## config.mk

```make
export PLATFORM = sky130hd
export DESIGN_NAME = led_blink_arbiter
export DESIGN_NICKNAME = d
export VERILOG_FILES = /design/src/rtl/led_arb_pkg.sv /design/src/rtl/led_tick_gen.sv /design/src/rtl/led_blink_arbiter.sv
export SDC_FILE = /design/constraint.sdc
export NUM_CORES = 1
export LEC_CHECK = 0
export ABC_AREA = 1
export CORE_ASPECT_RATIO = 0.9
export CORE_MARGIN = 2
export CORE_UTILIZATION = 53
export CTS_BUF_LIST = sky130_fd_sc_hd__clkbuf_8
export DETAILED_ROUTE_END_ITERATION = 8
export MAX_ROUTING_LAYER = met4
export PLACE_DENSITY_LB_ADDON = 0.15
export RECOVER_POWER = 50
export SETUP_SLACK_MARGIN = 0.3
export SYNTH_ARGS = -nofsm -noshare
export SYNTH_HDL_FRONTEND = slang
export SYNTH_SLANG_ARGS = --single-unit
```

## constraint.sdc

```tcl
create_clock -name clk -period 3.6 [get_ports clk]
set_input_delay 0.72 -clock clk [delete_from_list [all_inputs] [get_ports clk]]
set_output_delay 0.72 -clock clk [all_outputs]
set_load 0.01 [all_outputs]
```

## src/rtl/led_arb_pkg.sv

```systemverilog
// Shared types, widths and the round-robin pick helper for the LED blink arbiter.
package led_arb_pkg;

  typedef enum logic [1:0] {IDLE, ON, OFF, GAP} state_t;

  localparam int TICK_W  = 8;
  localparam int CNT_W   = 8;
  localparam int MAX_REQ = 8;

  // One-hot grant for the first valid index at or after (ptr+1) mod n.
  // Scanning from the far end lets the nearest candidate overwrite the rest.
  function automatic logic [MAX_REQ-1:0] rr_pick(input logic [MAX_REQ-1:0] valid,
                                                 input logic [2:0]         ptr,
                                                 input int                 n);
    logic [MAX_REQ-1:0] g;
    int idx;
    g = '0;
    for (int k = n; k >= 1; k--) begin
      idx = (int'(ptr) + k) % n;
      if (valid[idx]) g = MAX_REQ'(1) << idx;
    end
    return g;
  endfunction

endpackage

```

## src/rtl/led_tick_gen.sv

```systemverilog
// Prescaler: counts 0..TICK_DIV-1 and flags a tick on the last count; clear restarts the phase.
module led_tick_gen #(
  parameter int TICK_DIV = 1000000
) (
  input  logic clk,
  input  logic rst_n,
  input  logic clear,
  output logic tick
);

  localparam int W = $clog2(TICK_DIV);

  logic [W-1:0] cnt;

  assign tick = (cnt == W'(TICK_DIV - 1));

  always_ff @(posedge clk) begin
    if (!rst_n || clear) cnt <= '0;
    else if (tick)       cnt <= '0;
    else                 cnt <= cnt + W'(1);
  end

endmodule

```

## src/rtl/led_blink_arbiter.sv

```systemverilog
// Round-robin sharing of one LED between NUM_REQ blink-burst requesters.
// Optional idle heartbeat is enabled by defining LED_ARB_HEARTBEAT_EN.
module led_blink_arbiter
  import led_arb_pkg::*;
#(
  parameter int NUM_REQ   = 4,
  parameter int TICK_DIV  = 1000000,
  parameter int GAP_TICKS = 16,
  parameter int HB_TICKS  = 64
) (
  input  logic                       clk,
  input  logic                       rst_n,
  input  logic [NUM_REQ-1:0]         req_valid,
  output logic [NUM_REQ-1:0]         req_ready,
  input  logic [NUM_REQ*8-1:0]       req_half,
  input  logic [NUM_REQ*8-1:0]       req_count,
  output logic [NUM_REQ-1:0]         done,
  output logic                       busy,
  output logic [$clog2(NUM_REQ)-1:0] grant_id,
  output logic                       led
);

  localparam int ID_W = $clog2(NUM_REQ);

  if (NUM_REQ < 2 || NUM_REQ > MAX_REQ) begin : g_bad_num_req
    $error("NUM_REQ out of range");
  end
  if (TICK_DIV < 2 || HB_TICKS < 1) begin : g_bad_timing
    $error("TICK_DIV or HB_TICKS out of range");
  end

  state_t             state, state_nx;
  logic [TICK_W-1:0]  half_q, tick_cnt, sel_half;
  logic [CNT_W-1:0]   remain, sel_count;
  logic [MAX_REQ-1:0] pick_w;
  logic [NUM_REQ-1:0] pick, done_q;
  logic [ID_W-1:0]    pick_id;
  logic               tick, hs, phase_end, gap_end, end_off;

  led_tick_gen #(.TICK_DIV(TICK_DIV)) u_tick (
    .clk   (clk),
    .rst_n (rst_n),
    .clear (state_nx != state),
    .tick  (tick)
  );

  assign pick_w = rr_pick(MAX_REQ'(req_valid), 3'(grant_id), NUM_REQ);
  assign pick   = pick_w[NUM_REQ-1:0];

  always_comb begin
    pick_id = '0;
    for (int i = 0; i < NUM_REQ; i++)
      if (pick[i]) pick_id = ID_W'(i);
  end

  assign sel_half  = req_half[int'(pick_id)*8 +: 8];
  assign sel_count = req_count[int'(pick_id)*8 +: 8];
  assign req_ready = (state == IDLE) ? pick : '0;
  assign hs        = (state == IDLE) && (|pick);

  always_comb begin
    state_nx  = state;
    end_off   = 1'b0;
    phase_end = tick && (tick_cnt == half_q - TICK_W'(1));
    gap_end   = tick && (tick_cnt == TICK_W'(GAP_TICKS - 1));
    case (state)
      IDLE: if (hs && sel_count != '0) state_nx = ON;
      ON:   if (phase_end) state_nx = OFF;
      OFF:
        if (phase_end) begin
          if (remain == CNT_W'(1)) begin
            end_off  = 1'b1;
            state_nx = (GAP_TICKS == 0) ? IDLE : GAP;
          end else begin
            state_nx = ON;
          end
        end
      GAP:  if (gap_end) state_nx = IDLE;
      default: state_nx = IDLE;
    endcase
  end

  always_ff @(posedge clk) begin
    if (!rst_n) begin
      state    <= IDLE;
      grant_id <= '0;
      half_q   <= TICK_W'(1);
      remain   <= '0;
      tick_cnt <= '0;
      done_q   <= '0;
    end else begin
      state  <= state_nx;
      done_q <= '0;
      if (hs) begin
        grant_id <= pick_id;
        half_q   <= (sel_half == '0) ? TICK_W'(1) : sel_half;
        remain   <= sel_count;
        // Zero-length bursts complete immediately, without touching the LED.
        if (sel_count == '0) done_q <= pick;
      end
      if (state == OFF && phase_end) remain <= remain - CNT_W'(1);
      if (state_nx != state)               tick_cnt <= '0;
      else if (tick && state != IDLE)      tick_cnt <= tick_cnt + TICK_W'(1);
    end
  end

  assign done = done_q | (end_off ? (NUM_REQ'(1) << grant_id) : '0);
  assign busy = (state != IDLE);

`ifdef LED_ARB_HEARTBEAT_EN
  logic [TICK_W-1:0] hb_cnt;
  logic              hb_led;

  // Heartbeat phase only advances while idle and unrequested, so it resumes where it left off.
  always_ff @(posedge clk) begin
    if (!rst_n) begin
      hb_cnt <= '0;
      hb_led <= 1'b0;
    end else if (state == IDLE && !(|req_valid) && tick) begin
      if (hb_cnt == TICK_W'(HB_TICKS - 1)) begin
        hb_cnt <= '0;
        hb_led <= ~hb_led;
      end else begin
        hb_cnt <= hb_cnt + TICK_W'(1);
      end
    end
  end

  assign led = (state == ON) || (state == IDLE && hb_led && !(|req_valid));
`else
  assign led = (state == ON);
`endif

endmodule
```

==> results of run 1 <==
flip-flops by register name, summed over array words and instances (netlist names):
| signal | flops |
|---|---|
| done_q | 4 |
| grant_id | 2 |
| half_q | 8 |
| remain | 8 |
| state | 2 |
| tick_cnt | 8 |
| u_tick.cnt | 20 |
layout by cell type, fill, tap and decap left out, drive strengths merged, types with 4 or more instances in the layout:
master         Yosys  routed
nor3              10      10
nand3b             7       7
xor2              21      21
a21oi             20      20
nand4             10      10
clkdlybuf4s50      0      66
dlygate4sd3        0       4
inv               90      90
o211ai            13      13
nand2            154     155
dfxtp             52      52
nor2             105     105
nor4               5       5
xnor2              9       9
a31oi              5       5
o22ai              8       8
clkbuf             3      14
buf               10      20
ha                 9       9
nand3             42      42
o21ai              8       8
worst max path at each step:
stage	startpoint	endpoint	slack, ns	depth (start not counted)
4_1_cts	req_valid[1]	req_ready[2]	0.31	9
5_1_grt	grant_id[0]	tick_cnt[2]	0.16	23
6_report	req_valid[1]	u_tick.cnt[6]	0.33	23
2_1_floorplan	u_tick.cnt[0]	done[0]	0.70	12
3_5_place_dp	u_tick.cnt[0]	done[2]	0.11	12
3_3_place_gp	req_valid[2]	req_ready[1]	0.18	11
cells by family (layout without fill, tap and decap cells):
group | after synthesis | after routing
compound gates | 61 | 61
xor+xnor | 30 | 30
fa+ha+maj | 9 | 9
buf+inv | 105 | 205
flops | 52 | 52
mux | 1 | 1
simple gates | 338 | 339
per-layer routing:
metal	GRT usage	up-vias	share of wire
met5	-	-	0
met4	0.0642	0	0.019
met2	0.428	144	0.48
li1	-	2085	-
met3	0.0332	21	0.057
met1	0.334	1789	0.45
cell type report:
class | count | share of cell area
flip-flops and latches | 52 | 0.207
clock inverters | 3 | 0.00841
multi-input cells | 440 | 0.480
well taps | 93 | 0.0230
inverters | 92 | 0.0697
clock buffers | 5 | 0.0136
repair buffers | 105 | 0.198
critical path, delay by kind of cell:
kind          cells  cell delay (ns)
simple gates     18             1.78
buf+inv           5             1.00
power groups by stage:
stage | clock network, uW | logic, uW | registers [uW]
final | 397 | 3350 | 754
after global placement | 0 | 3030 | 758
after CTS | 407 | 3100 | 753
after global routing | 426 | 3770 | 766
after floorplan | 0 | 2350 | 750
after detailed placement | 0 | 3090 | 761
repair_timing:
item | in CTS | in global routing
cloned | 0 | 3
gates resized for setup | 16 | 35
pin swaps | 1 | 6
buffers inserted | 1 | 10
endpoints found under the setup margin | 8 | 34
through the flow:
step                setup slack (ns)   util  std cells  power [uW]  area (um^2)
floorplan                      0.697      -        596        3100         3820
global placement               0.176  0.679        768        3780         4760
detailed placement             0.109  0.679        768        3850         4760
CTS                            0.307  0.699        777        4260         4900
global route                   0.158  0.723        790        4960         5060
finish                         0.331  0.723        790        4500         5060
==> results.py, run 1 <==
metrics = {
    "outcome": {
        "status": "finished, final reports clean",
    },
    "floorplanning": {
        "die_y_um": 84.5,
        "die_width_um": 93.4,
        "coreArea_um2": 7000,
        "dieArea_um2": 7900,
        "rows": 29,
        "start_util": 0.545,
        "num_io_pins": 82,
    },
    "power": {
        "seqPwrFrac": 0.168,
        "power_switching_share": 0.524,
        "max-vdd-ir-drop_mv": 0.519,
        "intPower_uw": 2140,
        "p_sw_uw": 2360,
        "pwr-share-clk": 0.088,
        "combPwrFrac": 0.744,
        "p_leak_uw": 0.00226,
        "power_density_nw_per_um2": 889,
    },
    "grt": {
        "grt_max_degree": 23,
        "grt-ovfl-total": 0,
        "grt_pass1_wl_um": 16200,
        "gr-usage-all-layers": 0.258,
        "antenna_found_initial": 0,
        "grt_pass1_vias": 3698,
    },
    "synth": {
        "synth_most_common_cell": "nand2_1",
        "synth_top_family_by_area": "simple AND/OR/NAND/NOR gates",
        "synth_area_um2": 3820,
        "yosys.area_share.adder": 0.0295,
        "synthSimpleGateAreaFrac": 0.411,
        "ys_warn_count": 0,
        "synth_nets": 675,
        "synth.distinct_cells": 40,
        "synth_compound_area_frac": 0.101,
        "synth.area.mux_share": 0.00262,
        "synth_seq_area_share": 0.273,
        "yosys.area.top_type": "dfxtp_1",
        "synth-edff-count": 0,
        "synth_area_leaders": "dfxtp_1 27%, nand2_1 13%, inv_1 8.5%",
        "ys_async_sr_fraction": 0,
        "ys_top_cells_by_count": "137 x nand2_1, 86 x inv_1, 83 x nor2_1, 52 x dfxtp_1, 37 x nand3_1",
        "syn_inst": 596,
        "synth-seq-cells": 52,
        "synth_top_area_frac": 0.273,
        "syn_area_per_cell_um2": 6.40,
        "synth-xor-area-share": 0.0689,
        "synth_flop_cell": "dfxtp_1",
    },
    "layout": {
        "syn_to_final_growth_pct": 32.6,
        "multi_input_area_um2": 2430,
        "nFillCells": 573,
        "nets": 775,
        "diodes": 0,
        "ff_latch_area_um2": 1050,
        "drive_above_1_share": 0.146,
    },
    "timing": {
        "tns_ns": 0,
        "fmax_mhz": 306,
        "worst_pin_slew_ns": 0.545,
        "min_period_ns": 3.27,
        "finalSetupViolations": 0,
        "fin_crit_sh": 0.908,
        "drv_slew": 0,
        "slew_headroom": 0.632,
        "hold_ws_ns": 0.422,
        "rsz0062_at_grt": "no",
        "skew_ns": 0.0108,
        "final_hold_viol_count": 0,
    },
    "setup_path": {
        "r2r_slack_ns": 0.37,
        "crit_top_cell": "nand2_1",
        "critPathCaptureType": "flop",
        "cp-start-kind": "input port",
        "slowest_stage": "clkdlybuf4s50_1",
        "crit_chain": "clkdlybuf4s50_1 -> nand2_1 -> nand3_2 -> buf_4 -> nand3_1 -> nand3_2 -> nand2_1 -> nand2_4 -> nor2_4 -> buf_4 -> nor2_1 -> nand2_1 -> nand2_1 -> inv_2 -> nand2_1 -> nor2_1 -> nand2_1 -> nand2_2 -> nand2_1 -> nand2_1 -> nand3_4 -> clkbuf_16 -> nor2_2",
        "worstPathRequired_ns": 3.86,
        "reg2regPathDepth": 24,
        "cp.arrival_ns": 3.53,
        "crit_type": "in -> reg",
        "r2r-end": "u_tick.cnt[6]",
        "crit_fanout": 7,
        "rr_startpoint": "grant_id[0]",
        "max_stage_delay_ns": 0.43,
    },
    "clock_network": {
        "clockRootBuffer": "clkbuf_8",
        "clock_latency_ns": 0.31,
        "cts.sinks": 52,
        "cts_tree": "done",
        "cts_max_path_buffers": 2,
        "cts_hold_buffers": 0,
        "ctsHtreeMaxLevel": 2,
        "cts_made_buffers": 5,
        "clk_pin_slew_ns": 0.10,
    },
    "routing": {
        "drt_first_pass_iters": 5,
        "post_drt_wl_per_cell_um": 12.5,
        "detail_route.vias_per_cell": 5.11,
        "drt-initial-drc-count": 330,
        "via_count": 4039,
        "ant_nets": 0,
        "drcViolationCount": 0,
        "drt_wl_total_um": 9890,
    },
    "min_path": {
        "worstHoldPathCells": 1,
        "hold_class": "reg -> reg",
        "min_to": "u_tick.cnt[0]",
        "min_from": "u_tick.cnt[0]",
    },
    "placed_design": {
        "hpwl_um": 7520,
        "globalplace.congestion": 0.925,
        "io_buffer_count": 81,
    },
    "job": {
        "cap_viol_max_count": 0,
    },
}
No activity file was read; power rests on OpenSTA's default activity.
==> run 2, diff against run 1 <==
--- a/config.mk
+++ b/config.mk
@@ -11,8 +11,9 @@
 export CORE_UTILIZATION = 53
 export CTS_BUF_LIST = sky130_fd_sc_hd__clkbuf_8
 export DETAILED_ROUTE_END_ITERATION = 8
+export GPL_TIMING_DRIVEN = 0
 export MAX_ROUTING_LAYER = met4
-export PLACE_DENSITY_LB_ADDON = 0.15
+export PLACE_DENSITY_LB_ADDON = 0.05
 export RECOVER_POWER = 50
 export SETUP_SLACK_MARGIN = 0.3
 export SYNTH_ARGS = -nofsm -noshare
==> results.py, run 2 (synthesis gave the netlist of run 1 again) <==
metrics = {
    "floorplanning": {
        "rows": 29,
        "dieArea_um2": 7900,
        "start_util": 0.545,
        "die_y_um": 84.5,
        "coreArea_um2": 7000,
        "die_width_um": 93.4,
        "num_io_pins": 82,
    },
    "job": {
        "cap_viol_max_count": 0,
    },
    "clock_network": {
        "ctsHtreeMaxLevel": 2,
        "clockRootBuffer": "clkbuf_8",
        "cts.sinks": 52,
        "clk_pin_slew_ns": 0.09,
        "cts_max_path_buffers": 2,
        "cts_hold_buffers": 0,
        "cts_tree": "done",
        "cts_made_buffers": 5,
        "clock_latency_ns": 0.31,
    },
    "timing": {
        "slew_headroom": 0.520,
        "finalSetupViolations": 0,
        "rsz0062_at_grt": "yes",
        "worst_pin_slew_ns": 0.714,
        "fmax_mhz": 306,
        "min_period_ns": 3.27,
        "fin_crit_sh": 0.909,
        "final_hold_viol_count": 0,
        "setup_ws_ns": 0.329,
        "drv_slew": 0,
        "skew_ns": 0.0178,
        "tns_ns": 0,
    },
    "layout": {
        "post_layout_nonfiller_instances": 793,
        "largest_reg_flops": 20,
        "final_common_cell": "nand2_1",
        "syn_to_final_growth_pct": 34.5,
        "multi_input_area_um2": 2450,
        "drive_above_1_share": 0.157,
        "nets": 778,
        "nFillCells": 595,
        "regMostFlops": "u_tick.cnt",
        "mostFrequentLayoutCells": "133 x nand2_1, 83 x inv_1, 81 x nor2_1",
        "utilization": 0.733,
        "ff_latch_area_um2": 1050,
        "diodes": 0,
    },
    "routing": {
        "ant_nets": 0,
        "drt_first_pass_iters": 5,
        "detail_route.vias_per_cell": 5.14,
        "drt_wl_total_um": 10200,
        "via_count": 4073,
        "drcViolationCount": 0,
        "post_drt_wl_per_cell_um": 12.8,
        "drt-initial-drc-count": 237,
    },
    "grt": {
        "antenna_found_initial": 0,
        "gr-usage-all-layers": 0.265,
        "grt-ovfl-total": 0,
        "grt_pass1_wl_um": 16600,
        "grt_pass1_vias": 3832,
        "grt_max_degree": 17,
    },
    "setup_path": {
        "critPathCaptureType": "flop",
        "worstPathRequired_ns": 3.84,
        "crit_fanout": 10,
        "cp-start-kind": "input port",
        "cp.arrival_ns": 3.51,
        "r2r_slack_ns": 0.41,
        "crit_type": "in -> reg",
    },
    "placed_design": {
        "globalplace.congestion": 0.876,
        "io_buffer_count": 80,
        "dp.cells": 769,
        "pre_cts_slack_ns": -0.272,
        "hpwl_um": 7640,
    },
    "power": {
        "max-vdd-ir-drop_mv": 0.657,
        "power_density_nw_per_um2": 896,
        "p_leak_uw": 0.00230,
    },
    "min_path": {
        "hold_class": "reg -> reg",
    },
    "outcome": {
        "status": "finished, final reports clean",
    },
}
run 2: cell types whose count changed in the layout (fill, tap and decap cells not counted), moves of 2 or more:
| cell | previous run | this run |
|---|---|---|
| nand3_4 | 2 | 0 |
| clkbuf_2 | 4 | 0 |
| buf_2 | 0 | 8 |
| bufinv_16 | 1 | 3 |
| nand3_2 | 5 | 7 |
| nor3_2 | 2 | 0 |
| inv_2 | 4 | 6 |
| clkbuf_4 | 2 | 0 |
| buf_6 | 2 | 5 |
| inv_1 | 85 | 83 |
run 2: worst paths after layout:
path	from	endpoint	cells past startpoint
min	u_tick.cnt[0]	u_tick.cnt[0]	1
max reg2reg	grant_id[1]	u_tick.cnt[0]	23
min reg2reg	u_tick.cnt[0]	u_tick.cnt[0]	1
max	req_valid[2]	u_tick.cnt[0]	23
run 2: critical path, cell delays in order:
cell and delay, ns:
clkdlybuf4s50_1 0.52, nand2_1 0.10, nand3_1 0.10, nand2_1 0.15, o21ai_0 0.11, inv_1 0.10
nand2_1 0.08, nand2_2 0.06, nor2_1 0.22, buf_6 0.20, nor2_1 0.05, nand2_1 0.11
nand2_1 0.10, inv_1 0.06, nand2_1 0.06, nor2_2 0.10, nand2_1 0.07, nand2_2 0.09
nand2_1 0.08, nand2_2 0.09, nand3_2 0.09, buf_6 0.17, nor2_2 0.07
run 2: cell type report:
class                   instances  share of cell area
clock inverters                 3              0.0176
inverters                      92              0.0683
well taps                      93              0.0227
plain buffers                  13              0.0198
flip-flops and latches         52               0.205
multi-input cells             439               0.477
clock buffers                   5              0.0134
repair buffers                 96               0.177
run 2: metal layers:
metal  global-route usage  share of wire  up-vias
li1                     -              -     2100
met1                0.326           0.45     1869
met2                0.458           0.50       89
met3               0.0359          0.037       15
met4               0.0655          0.016        0
met5                    -              0        -
run 2: report_power, final:
group          internal [uW]  switching, uW
registers                675           89.8
logic                   1190           2110
clock network            347            193
total                   2210           2390
run 2: repair_timing:
action,in CTS,in global routing
setup buffers,6,10
endpoints found under the setup margin,8,35
pin swaps,9,14
endpoints found under the hold margin,0,0
gates resized for setup,36,28
run 2: per-stage QoR:
stage / hold slack (ns) / instance area (um^2) / total power (uW)
final: 0.451 / 5130 / 4600
after CTS: 0.420 / 4980 / 4470
after global routing: 0.473 / 5130 / 5030
after floorplan: 0.427 / 3820 / 3100
after global placement: 0.439 / 4730 / 3810
after detailed placement: 0.443 / 4730 / 3880
==> run 3, diff against run 2 <==
--- a/config.mk
+++ b/config.mk
@@ -6,9 +6,11 @@
 export NUM_CORES = 1
 export LEC_CHECK = 0
 export ABC_AREA = 1
+export CELL_PAD_IN_SITES_DETAIL_PLACEMENT = 0
+export CELL_PAD_IN_SITES_GLOBAL_PLACEMENT = 1
 export CORE_ASPECT_RATIO = 0.9
-export CORE_MARGIN = 2
-export CORE_UTILIZATION = 53
+export CORE_MARGIN = 4
+export CORE_UTILIZATION = 37
 export CTS_BUF_LIST = sky130_fd_sc_hd__clkbuf_8
 export DETAILED_ROUTE_END_ITERATION = 8
 export GPL_TIMING_DRIVEN = 0
==> results.py, run 3 (synthesis gave the netlist of run 1 again) <==
metrics = {
    "outcome": {
        "status": "finished, final reports clean",
    },
    "floorplanning": {
        "die_width_um": 115,
        "die_y_um": 104,
        "dieArea_um2": 12000,
        "start_util": 0.387,
        "rows": 34,
        "num_io_pins": 82,
        "coreArea_um2": 9870,
    },
    "routing": {
        "detail_route.vias_per_cell": 4.84,
        "drt-initial-drc-count": 245,
        "drt_wl_total_um": 11300,
        "via_count": 4067,
        "drcViolationCount": 0,
        "drt_first_pass_iters": 4,
        "post_drt_wl_per_cell_um": 13.4,
        "ant_nets": 0,
    },
    "setup_path": {
        "crit_type": "in -> out",
        "max_stage_delay_ns": 0.44,
        "critPathCaptureType": "output port",
        "cp-start-kind": "input port",
        "worstPathRequired_ns": 2.88,
        "cp.arrival_ns": 2.54,
        "reg2regPathDepth": 22,
        "crit_top_cell": "nand2_4",
        "r2r-end": "u_tick.cnt[17]",
        "startpoint": "req_valid[2]",
        "endpoint": "req_ready[3]",
        "path_buf_inv": 5,
        "slowest_stage": "clkdlybuf4s50_1",
        "crit_fanout": 10,
        "rr_startpoint": "u_tick.cnt[0]",
        "crit_chain": "clkdlybuf4s50_1 -> nand2_1 -> nand3_1 -> nand2_4 -> nand3_1 -> nand3_2 -> nand2_4 -> nand2_4 -> inv_6 -> buf_6 -> clkbuf_16 -> nor2_1 -> buf_2",
        "cp.depth": 13,
        "critical_path.top_delay_family": "buffers and inverters",
        "r2r_slack_ns": 0.37,
    },
    "placed_design": {
        "globalplace.congestion": 0.862,
        "hpwl_um": 8320,
        "io_buffer_count": 80,
        "pre_cts_slack_ns": -0.348,
        "postPlaceCellArea_um2": 4770,
    },
    "clock_network": {
        "cts_max_path_buffers": 2,
        "clockRootBuffer": "clkbuf_8",
        "ctsHtreeMaxLevel": 2,
        "cts_tree": "done",
        "clk_pin_slew_ns": 0.08,
        "cts.sinks": 52,
        "cts_made_buffers": 5,
        "clock_latency_ns": 0.32,
    },
    "timing": {
        "hold_ws_ns": 0.443,
        "drv_slew": 0,
        "rsz0062_at_grt": "yes",
        "finalSetupViolations": 0,
        "min_period_ns": 3.26,
        "setup_ws_ns": 0.336,
        "fin_crit_sh": 0.907,
        "final_hold_viol_count": 0,
        "fmax_mhz": 306,
        "slew_headroom": 0.428,
        "skew_ns": 0.00943,
        "worst_pin_slew_ns": 0.851,
    },
    "power": {
        "max-vdd-ir-drop_mv": 0.600,
        "p_leak_uw": 0.00241,
        "power_density_nw_per_um2": 878,
        "power.total_uw": 4740,
    },
    "layout": {
        "largest_reg_flops": 20,
        "design_area_um2": 5400,
        "drive_above_1_share": 0.197,
        "regMostFlops": "u_tick.cnt",
        "mostFrequentLayoutCells": "131 x nand2_1, 82 x inv_1, 78 x nor2_1",
        "syn_to_final_growth_pct": 41.6,
        "final_common_cell": "nand2_1",
        "diodes": 0,
        "nets": 794,
    },
    "job": {
        "cap_viol_max_count": 0,
    },
    "grt": {
        "gr-usage-all-layers": 0.184,
        "grt_pass1_wl_um": 17600,
        "grt_pass1_vias": 3783,
        "antenna_found_initial": 0,
        "grt_max_degree": 15,
        "grt-ovfl-total": 0,
    },
    "min_path": {
        "hold_class": "reg -> reg",
    },
}
==> run 3: cell types whose count changed in the layout (fill, tap and decap cells not counted), sizes merged, moves of 2 or more <==
cell    delta
buf       +11
clkbuf     +2
bufinv     -3
nand2      +3
==> run 3: how the worst min path moves through the flow <==
stage / cells after the start / slack (ns) / endpoint / startpoint
floorplan: 1 / 0.43 / u_tick.cnt[0] / u_tick.cnt[0]
global placement: 1 / 0.44 / u_tick.cnt[0] / u_tick.cnt[0]
detailed placement: 1 / 0.45 / u_tick.cnt[0] / u_tick.cnt[0]
CTS: 1 / 0.42 / u_tick.cnt[0] / u_tick.cnt[0]
global route: 1 / 0.46 / u_tick.cnt[0] / u_tick.cnt[0]
finish: 1 / 0.44 / u_tick.cnt[0] / u_tick.cnt[0]
==> run 3: routing by layer <==
| metal | track usage | wire (um) |
|---|---|---|
| met3 | 0.0326 | 507 |
| met5 | - | 0 |
| met4 | 0.0344 | 93 |
| met1 | 0.242 | 5210 |
| met2 | 0.298 | 5460 |
==> run 3: final cells by class <==
type | count | area (um^2)
fillers | 1009 | 4470
multi-input cells | 442 | 2560
repair buffers | 109 | 1070
flip-flops and latches | 52 | 1060
inverters | 92 | 353
well taps | 126 | 158
plain buffers | 13 | 125
clock buffers | 5 | 68.8
clock inverters | 2 | 8.76
==> run 3: stage by stage <==
step,utilization,cells,setup TNS (ns)
floorplan,-,596,0
global placement,0.484,802,-1.19
detailed placement,0.484,802,-1.20
CTS,0.509,824,0
global route,0.548,841,0
finish,0.548,841,0
==> run 3: power breakdown <==
group          switching [uW]  leakage, uW  internal [uW]
registers                96.3     0.000426            678
clock network             188    0.0000452            130
logic                    2250      0.00194           1400
total                    2540      0.00241           2210
==> run 3: repair_timing <==
item	in CTS	in global routing
gates resized for setup	37	65
hold buffers	0	0
pin swaps	10	25
gates cloned	0	5
setup endpoints to repair	8	34
setup buffers	15	12
hold endpoints to repair	0	0
